`src/rtl/wb_led_pkg.sv`:
```
// Shared types and constants for the WISHBONE LED sequencer: FSM states,
// pattern modes, the byte select value and the pattern-advance function.
package wb_led_pkg;

    typedef enum logic [1:0] {
        IDLE  = 2'd0,
        WRITE = 2'd1,
        READ  = 2'd2
    } state_t;

    localparam logic [1:0] MODE_ROL    = 2'b00;
    localparam logic [1:0] MODE_ROR    = 2'b01;
    localparam logic [1:0] MODE_BOUNCE = 2'b10;
    localparam logic [1:0] MODE_CNT    = 2'b11;

    localparam logic [1:0] SEL_LOW = 2'b01;

    function automatic logic is_one_hot(input logic [3:0] pat);
        return (pat != 4'd0) && ((pat & (pat - 4'd1)) == 4'd0);
    endfunction

    // Returns {direction_right_next, pattern_next}. The direction only moves
    // in bounce mode; a non-one-hot pattern restarts the bounce at 0001.
    function automatic logic [4:0] advance_pattern(input logic [3:0] pat,
                                                   input logic [1:0] mode,
                                                   input logic       dir_right);
        logic [3:0] nxt;
        logic       nxt_right;
        nxt       = pat;
        nxt_right = dir_right;
        case (mode)
            MODE_ROL: nxt = {pat[2:0], pat[3]};
            MODE_ROR: nxt = {pat[0], pat[3:1]};
            MODE_BOUNCE: begin
                if (!is_one_hot(pat)) begin
                    nxt       = 4'b0001;
                    nxt_right = 1'b0;
                end else if (!dir_right) begin
                    if (pat[3]) begin
                        nxt       = 4'b0100;
                        nxt_right = 1'b1;
                    end else begin
                        nxt = pat << 1;
                    end
                end else begin
                    if (pat[0]) begin
                        nxt       = 4'b0010;
                        nxt_right = 1'b0;
                    end else begin
                        nxt = pat >> 1;
                    end
                end
            end
            default: nxt = pat + 4'd1;
        endcase
        return {nxt_right, nxt};
    endfunction

endpackage

```
`src/rtl/wb_led_tick_gen.sv`:
```
// Clock divider producing one pattern-step tick every TICK_DIV cycles, held
// in a pending flag until the sequencer FSM consumes it.
module wb_led_tick_gen #(
    parameter int unsigned TICK_DIV = 50_000_000
) (
    input  logic clk,
    input  logic rst,
    input  logic enable,
    input  logic consume,
    output logic pending
);

    localparam int unsigned CW = (TICK_DIV > 1) ? $clog2(TICK_DIV) : 1;

    logic [CW-1:0] div_q;
    logic          wrap;

    assign wrap = enable && (div_q == CW'(TICK_DIV - 1));

    // A wrap while pending is already set is simply absorbed (tick dropped).
    // Disabling also discards any pending tick so the sequencer stays idle.
    always_ff @(posedge clk or negedge rst) begin
        if (!rst) begin
            div_q   <= '0;
            pending <= 1'b0;
        end else if (!enable) begin
            div_q   <= '0;
            pending <= 1'b0;
        end else begin
            if (wrap) begin
                div_q <= '0;
            end else begin
                div_q <= div_q + 1'b1;
            end
            if (wrap) begin
                pending <= 1'b1;
            end else if (consume) begin
                pending <= 1'b0;
            end
        end
    end

endmodule

```
`src/rtl/wishbone_led_sequencer.sv`:
```
// WISHBONE master writing a 4-bit LED pattern to a GPIO data register once per
// divided tick. Define READBACK_EN to follow each write with a verifying read.
module wishbone_led_sequencer
    import wb_led_pkg::*;
#(
    parameter int unsigned TICK_DIV  = 50_000_000,
    parameter logic [31:0] GPIO_ADDR = 32'h0,
    parameter int unsigned TIMEOUT   = 16
) (
    input  logic        clk,
    input  logic        rst,
    input  logic        enable,
    input  logic [1:0]  mode,
    output logic [31:0] adr_o,
    output logic [31:0] dat_o,
    input  logic [31:0] dat_i,
    output logic        we_o,
    output logic [1:0]  sel_o,
    output logic        stb_o,
    output logic        cyc_o,
    input  logic        ack_i,
    output logic [3:0]  pattern,
    output logic        busy,
    output logic        err,
`ifdef READBACK_EN
    output logic        mismatch,
`endif
    output logic [1:0]  state_dbg
);

    localparam int unsigned TW = (TIMEOUT > 1) ? $clog2(TIMEOUT) : 1;

    // Handshake: a beat completes on any clk edge where cyc_o, stb_o and ack_i
    // are all high; bus outputs are held stable from cyc_o rise until then, and
    // ack_i is ignored whenever cyc_o is low.
    state_t        state;
    logic [TW-1:0] to_cnt;
    logic [3:0]    pat_q;
    logic          dir_q;
    logic          nxt_dir_q;
    logic          pending;
    logic          consume;
    logic [4:0]    adv;
    logic          timed_out;

    assign consume   = (state == IDLE) && pending;
    assign adv       = advance_pattern(pat_q, mode, dir_q);
    assign timed_out = (to_cnt == TW'(TIMEOUT - 1));
    assign state_dbg = state;

`ifdef READBACK_EN
    logic unused_dat;
    assign unused_dat = ^dat_i[31:4];
`else
    logic unused_dat;
    assign unused_dat = ^dat_i;
`endif

    wb_led_tick_gen #(
        .TICK_DIV(TICK_DIV)
    ) u_tick_gen (
        .clk    (clk),
        .rst    (rst),
        .enable (enable),
        .consume(consume),
        .pending(pending)
    );

    always_ff @(posedge clk or negedge rst) begin
        if (!rst) begin
            state     <= IDLE;
            to_cnt    <= '0;
            pat_q     <= 4'b0001;
            dir_q     <= 1'b0;
            nxt_dir_q <= 1'b0;
            adr_o     <= '0;
            dat_o     <= '0;
            we_o      <= 1'b0;
            sel_o     <= '0;
            stb_o     <= 1'b0;
            cyc_o     <= 1'b0;
            pattern   <= '0;
            busy      <= 1'b0;
            err       <= 1'b0;
`ifdef READBACK_EN
            mismatch  <= 1'b0;
`endif
        end else begin
            case (state)
                IDLE: begin
                    if (pending) begin
                        state     <= WRITE;
                        to_cnt    <= '0;
                        cyc_o     <= 1'b1;
                        stb_o     <= 1'b1;
                        we_o      <= 1'b1;
                        busy      <= 1'b1;
                        adr_o     <= GPIO_ADDR;
                        sel_o     <= SEL_LOW;
                        dat_o     <= {28'd0, adv[3:0]};
                        nxt_dir_q <= adv[4];
                    end
                end
                WRITE: begin
                    if (ack_i) begin
                        // dat_o still carries the pattern being committed.
                        pat_q   <= dat_o[3:0];
                        pattern <= dat_o[3:0];
                        dir_q   <= nxt_dir_q;
`ifdef READBACK_EN
                        state   <= READ;
                        to_cnt  <= '0;
                        we_o    <= 1'b0;
`else
                        state   <= IDLE;
                        cyc_o   <= 1'b0;
                        stb_o   <= 1'b0;
                        we_o    <= 1'b0;
                        busy    <= 1'b0;
`endif
                    end else if (timed_out) begin
                        state <= IDLE;
                        cyc_o <= 1'b0;
                        stb_o <= 1'b0;
                        we_o  <= 1'b0;
                        busy  <= 1'b0;
                        err   <= 1'b1;
                    end else begin
                        to_cnt <= to_cnt + 1'b1;
                    end
                end
`ifdef READBACK_EN
                READ: begin
                    if (ack_i || timed_out) begin
                        state <= IDLE;
                        cyc_o <= 1'b0;
                        stb_o <= 1'b0;
                        busy  <= 1'b0;
                        if (ack_i) begin
                            if (dat_i[3:0] != dat_o[3:0]) begin
                                mismatch <= 1'b1;
                            end
                        end else begin
                            err <= 1'b1;
                        end
                    end else begin
                        to_cnt <= to_cnt + 1'b1;
                    end
                end
`endif
                default: begin
                    state <= IDLE;
                    cyc_o <= 1'b0;
                    stb_o <= 1'b0;
                    we_o  <= 1'b0;
                    busy  <= 1'b0;
                end
            endcase
        end
    end

endmodule

```
`config.mk`:
```
export PLATFORM = sky130hd
export DESIGN_NAME = wishbone_led_sequencer
export DESIGN_NICKNAME = d
export VERILOG_FILES = /design/src/rtl/wb_led_pkg.sv /design/src/rtl/wb_led_tick_gen.sv /design/src/rtl/wishbone_led_sequencer.sv
export SDC_FILE = /design/constraint.sdc
export NUM_CORES = 1
export LEC_CHECK = 0
export CORE_MARGIN = 2
export CORE_UTILIZATION = 30
export DETAILED_ROUTE_END_ITERATION = 10
export HOLD_SLACK_MARGIN = 0.08
export SYNTH_ARGS = -nofsm -noshare
export SYNTH_HDL_FRONTEND = slang
export SYNTH_SLANG_ARGS = --single-unit
```
`constraint.sdc`:
```
create_clock -name clk -period 2.3 [get_ports clk]
set_input_delay 0.46 -clock clk [delete_from_list [all_inputs] [get_ports clk]]
set_output_delay 0.46 -clock clk [all_outputs]
set_load 0.05 [all_outputs]
```
==> results.py, run 1 <==
metrics = {
    "power_and_ir_drop": {
        "p_per_area_nw_per_um2": 592,
        "p_leak_nw": 1.36,
        "ir_drop_mv": 0.304,
        "finalPower_mw": 1.85,
    },
    "final_layout": {
        "final_nets": 375,
        "diodes": 0,
        "area_growth_pct": 4.48,
        "drive_gt1_frac": 0.105,
        "instances_no_fill": 466,
    },
    "die": {
        "start_util": 0.307,
        "fp.coreArea_um2": 9730,
        "num_io_pins": 115,
        "die_height_um": 104,
        "die_w_um": 104,
        "die_area_um2": 10800,
        "rows": 36,
    },
    "place": {
        "placed_cells": 458,
        "place_hpwl_mm": 3.79,
        "post-place-ws_ps": 166,
        "gp_congestion": 0.792,
        "port_buffers": 20,
    },
    "setup_path": {
        "critPathArrivalTime_ps": 2330,
        "endpoint_kind": "flip-flop",
        "r2r-start": "pat_q[0]",
        "cp_max_fo": 7,
        "r2r-end": "dat_o[0]",
        "cp.required_ps": 2480,
        "start_kind": "flip-flop",
        "path_class": "reg2reg",
        "reg2reg_slack_ps": 150,
        "rr_worst_depth": 6,
    },
    "yosys": {
        "synth_cell_types": 49,
        "synth_top_area_cell": "dfrtp_1",
        "yosysWarnings": 0,
        "syn_area_per_cell_um2": 9.36,
        "async_reset_ff_frac": 1.00,
        "synth_area_leaders": "dfrtp_1 (37%), buf_4 (18%), a21oi_1 (3.4%), xor2_1 (2.9%), nand3_1 (2.7%)",
        "synth-seq-area-share": 0.378,
        "synth-edff-count": 0,
        "ys_seq_elements": 45,
        "syn_inst": 319,
        "synth_top_flop_cell": "dfrtp_1",
        "yosysMostFrequentCell": "buf_4",
        "syn_area_um2": 2990,
        "synth_top_cells_by_count": "buf_4 (70), dfrtp_1 (44), a21oi_1 (20), nand2_1 (18)",
        "synth_top_cell_area_share": 0.369,
    },
    "clock_network": {
        "cts_buffers": 5,
        "cts-root-buf": "clkbuf_8",
        "cts_sinks": 45,
        "cts.clk_slew.worst_paths_ps": 90,
        "ctsHoldBuffers": 0,
        "postCtsSetupRepairBufs": 0,
        "insertion_delay_ps": 290,
        "htreeDepth": 2,
        "cts_tree": "done",
        "ctsResizeCount": 0,
        "clk_path_buf_depth": 2,
    },
    "global_route": {
        "grt_pass1_vias": 1976,
        "top_usage_layer": "met2",
        "antenna_found_initial": 0,
        "use_met3": 0.0239,
        "grtUsageTotal": 0.100,
        "use_met1": 0.131,
        "grt_overflow_total": 0,
        "grt_pass1_wl_mm": 9.14,
        "grt_max_degree": 46,
        "met2_usage": 0.168,
    },
    "sta": {
        "tns_ps": 0,
        "period_minus_slack_ps": 2150,
        "finalSetupViolCount": 0,
        "drv_slew": 0,
        "finalHoldViolations": 0,
        "rsz0062_at_grt": "false",
        "finClkSkew_ps": 6.44,
        "max_freq_mhz": 464,
        "setup_ws_ps": 146,
        "relSlewSlack": 0.607,
        "final.period_utilization": 0.937,
        "tightest_slew_ps": 588,
    },
    "route": {
        "drc": 0,
        "drt.antenna.violating_nets": 0,
        "drt-vias-per-instance": 4.62,
        "drt_iter0_drc": 87,
        "wirelength_mm": 5.39,
        "drt-pass1-iter-count": 4,
        "vias": 2153,
        "wl_per_cell_um": 11.6,
    },
    "outcome": {
        "status": "finished clean",
    },
    "job": {
        "maxCapViolCount": 0,
    },
    "min_path": {
        "hp-class": "in2async",
    },
}
==> metal layers <==
metal,vias to the layer above,wire length (um)
met5,-,0
met4,0,23
met3,2,334
met2,81,2550
met1,1049,2480
li1,1021,-
==> metrics by stage <==
| step | hold slack [ps] | utilization | cell area, um^2 |
|---|---|---|---|
| 2_1_floorplan | 164 | - | 3210 |
| 3_3_place_gp | 436 | 0.311 | 3020 |
| 3_5_place_dp | 445 | 0.311 | 3020 |
| 4_1_cts | 266 | 0.320 | 3110 |
| 5_1_grt | 307 | 0.321 | 3120 |
| 6_report | 233 | 0.321 | 3120 |
==> cell families (layout without fill, tap and decap cells) <==
logic type / Yosys count / count (layout) / share of synthesized area
buffers and inverters: 90 / 43 / 0.215
muxes: 5 / 5 / 0.0189
DFF: 45 / 45 / 0.378
and+or+nand+nor: 99 / 99 / 0.192
other: 1 / 62 / 0.00126
AOI/OAI and AO/OA: 60 / 60 / 0.134
adders and majority gates: 5 / 5 / 0.0210
xor gates and xnor gates: 14 / 14 / 0.0411
==> worst max-delay path: stages (launching register included) <==
cell      delay (ps)
dfstp_2          620
inv_1            120
ha_1             270
or3_1            400
a311oi_2         290
a21boi_0         240
o21ai_0          100
==> worst max path at each step <==
stage | slack (ps) | from | to | cells past startpoint
floorplan | 400 | pat_q[0] | dat_o[0] | 6
finish | 150 | pat_q[0] | dat_o[0] | 6
detailed placement | 170 | pat_q[0] | dat_o[0] | 6
global placement | 190 | pat_q[0] | dat_o[0] | 6
global route | 40 | pat_q[0] | dat_o[0] | 6
CTS | 130 | busy | stb_o | 1
==> power breakdown <==
part	switching, mW	internal (mW)	total [mW]
registers	0.0317	0.826	0.857
clock network	0.280	0.213	0.494
logic	0.390	0.105	0.495
total	0.702	1.14	1.85
==> state kept, by name (all words and copies together), names as in the netlist, 2 cells and up <==
signal and count:
pat_q 2, u_tick_gen.div_q 26, dat_o 4, to_cnt 4, pattern 3
==> placed cells by master (no fill, tap or decap), drive strengths merged, types with 3 or more instances in the layout <==
cell,n
xor2,10
clkinvlp,3
o41ai,3
clkdlybuf4s50,19
nand4,9
and2,4
mux2,5
or4,10
or3,7
buf,9
xnor2,4
nand2,19
inv,7
a21oi,21
and3,4
and4,4
nor2,16
clkbuf,5
o21ai,11
conb,62
a31oi,5
o31ai,9
ha,5
dfrtp,44
nand3,16
nand2b,3
==> area by class of cell <==
class                      count  area (um^2)
inverter                       7         26.3
timing repair buffer          28          255
multi-input combinational    245         1450
sequential                    45         1130
tap                          133          166
fill                        1048         6610
clock inverter                 3         22.5
clock buffer                   5         68.8
Note: power is estimated with default switching activity, not from simulation.
==> run 2: changes to the inputs <==
--- a/config.mk
+++ b/config.mk
@@ -5,6 +5,7 @@
 export SDC_FILE = /design/constraint.sdc
 export NUM_CORES = 1
 export LEC_CHECK = 0
+export CAP_MARGIN = 40
 export CORE_MARGIN = 2
 export CORE_UTILIZATION = 30
 export DETAILED_ROUTE_END_ITERATION = 10
==> results of run 2 <==
No change in the layout: final DEF, timing and power equal those of run 1.
==> run 3: changes to the inputs <==
--- a/config.mk
+++ b/config.mk
@@ -10,6 +10,7 @@
 export CORE_UTILIZATION = 30
 export DETAILED_ROUTE_END_ITERATION = 10
 export HOLD_SLACK_MARGIN = 0.08
+export SLEW_MARGIN = 20
 export SYNTH_ARGS = -nofsm -noshare
 export SYNTH_HDL_FRONTEND = slang
 export SYNTH_SLANG_ARGS = --single-unit
==> results of run 3 <==
No change in the layout: final DEF, timing and power equal those of run 1.
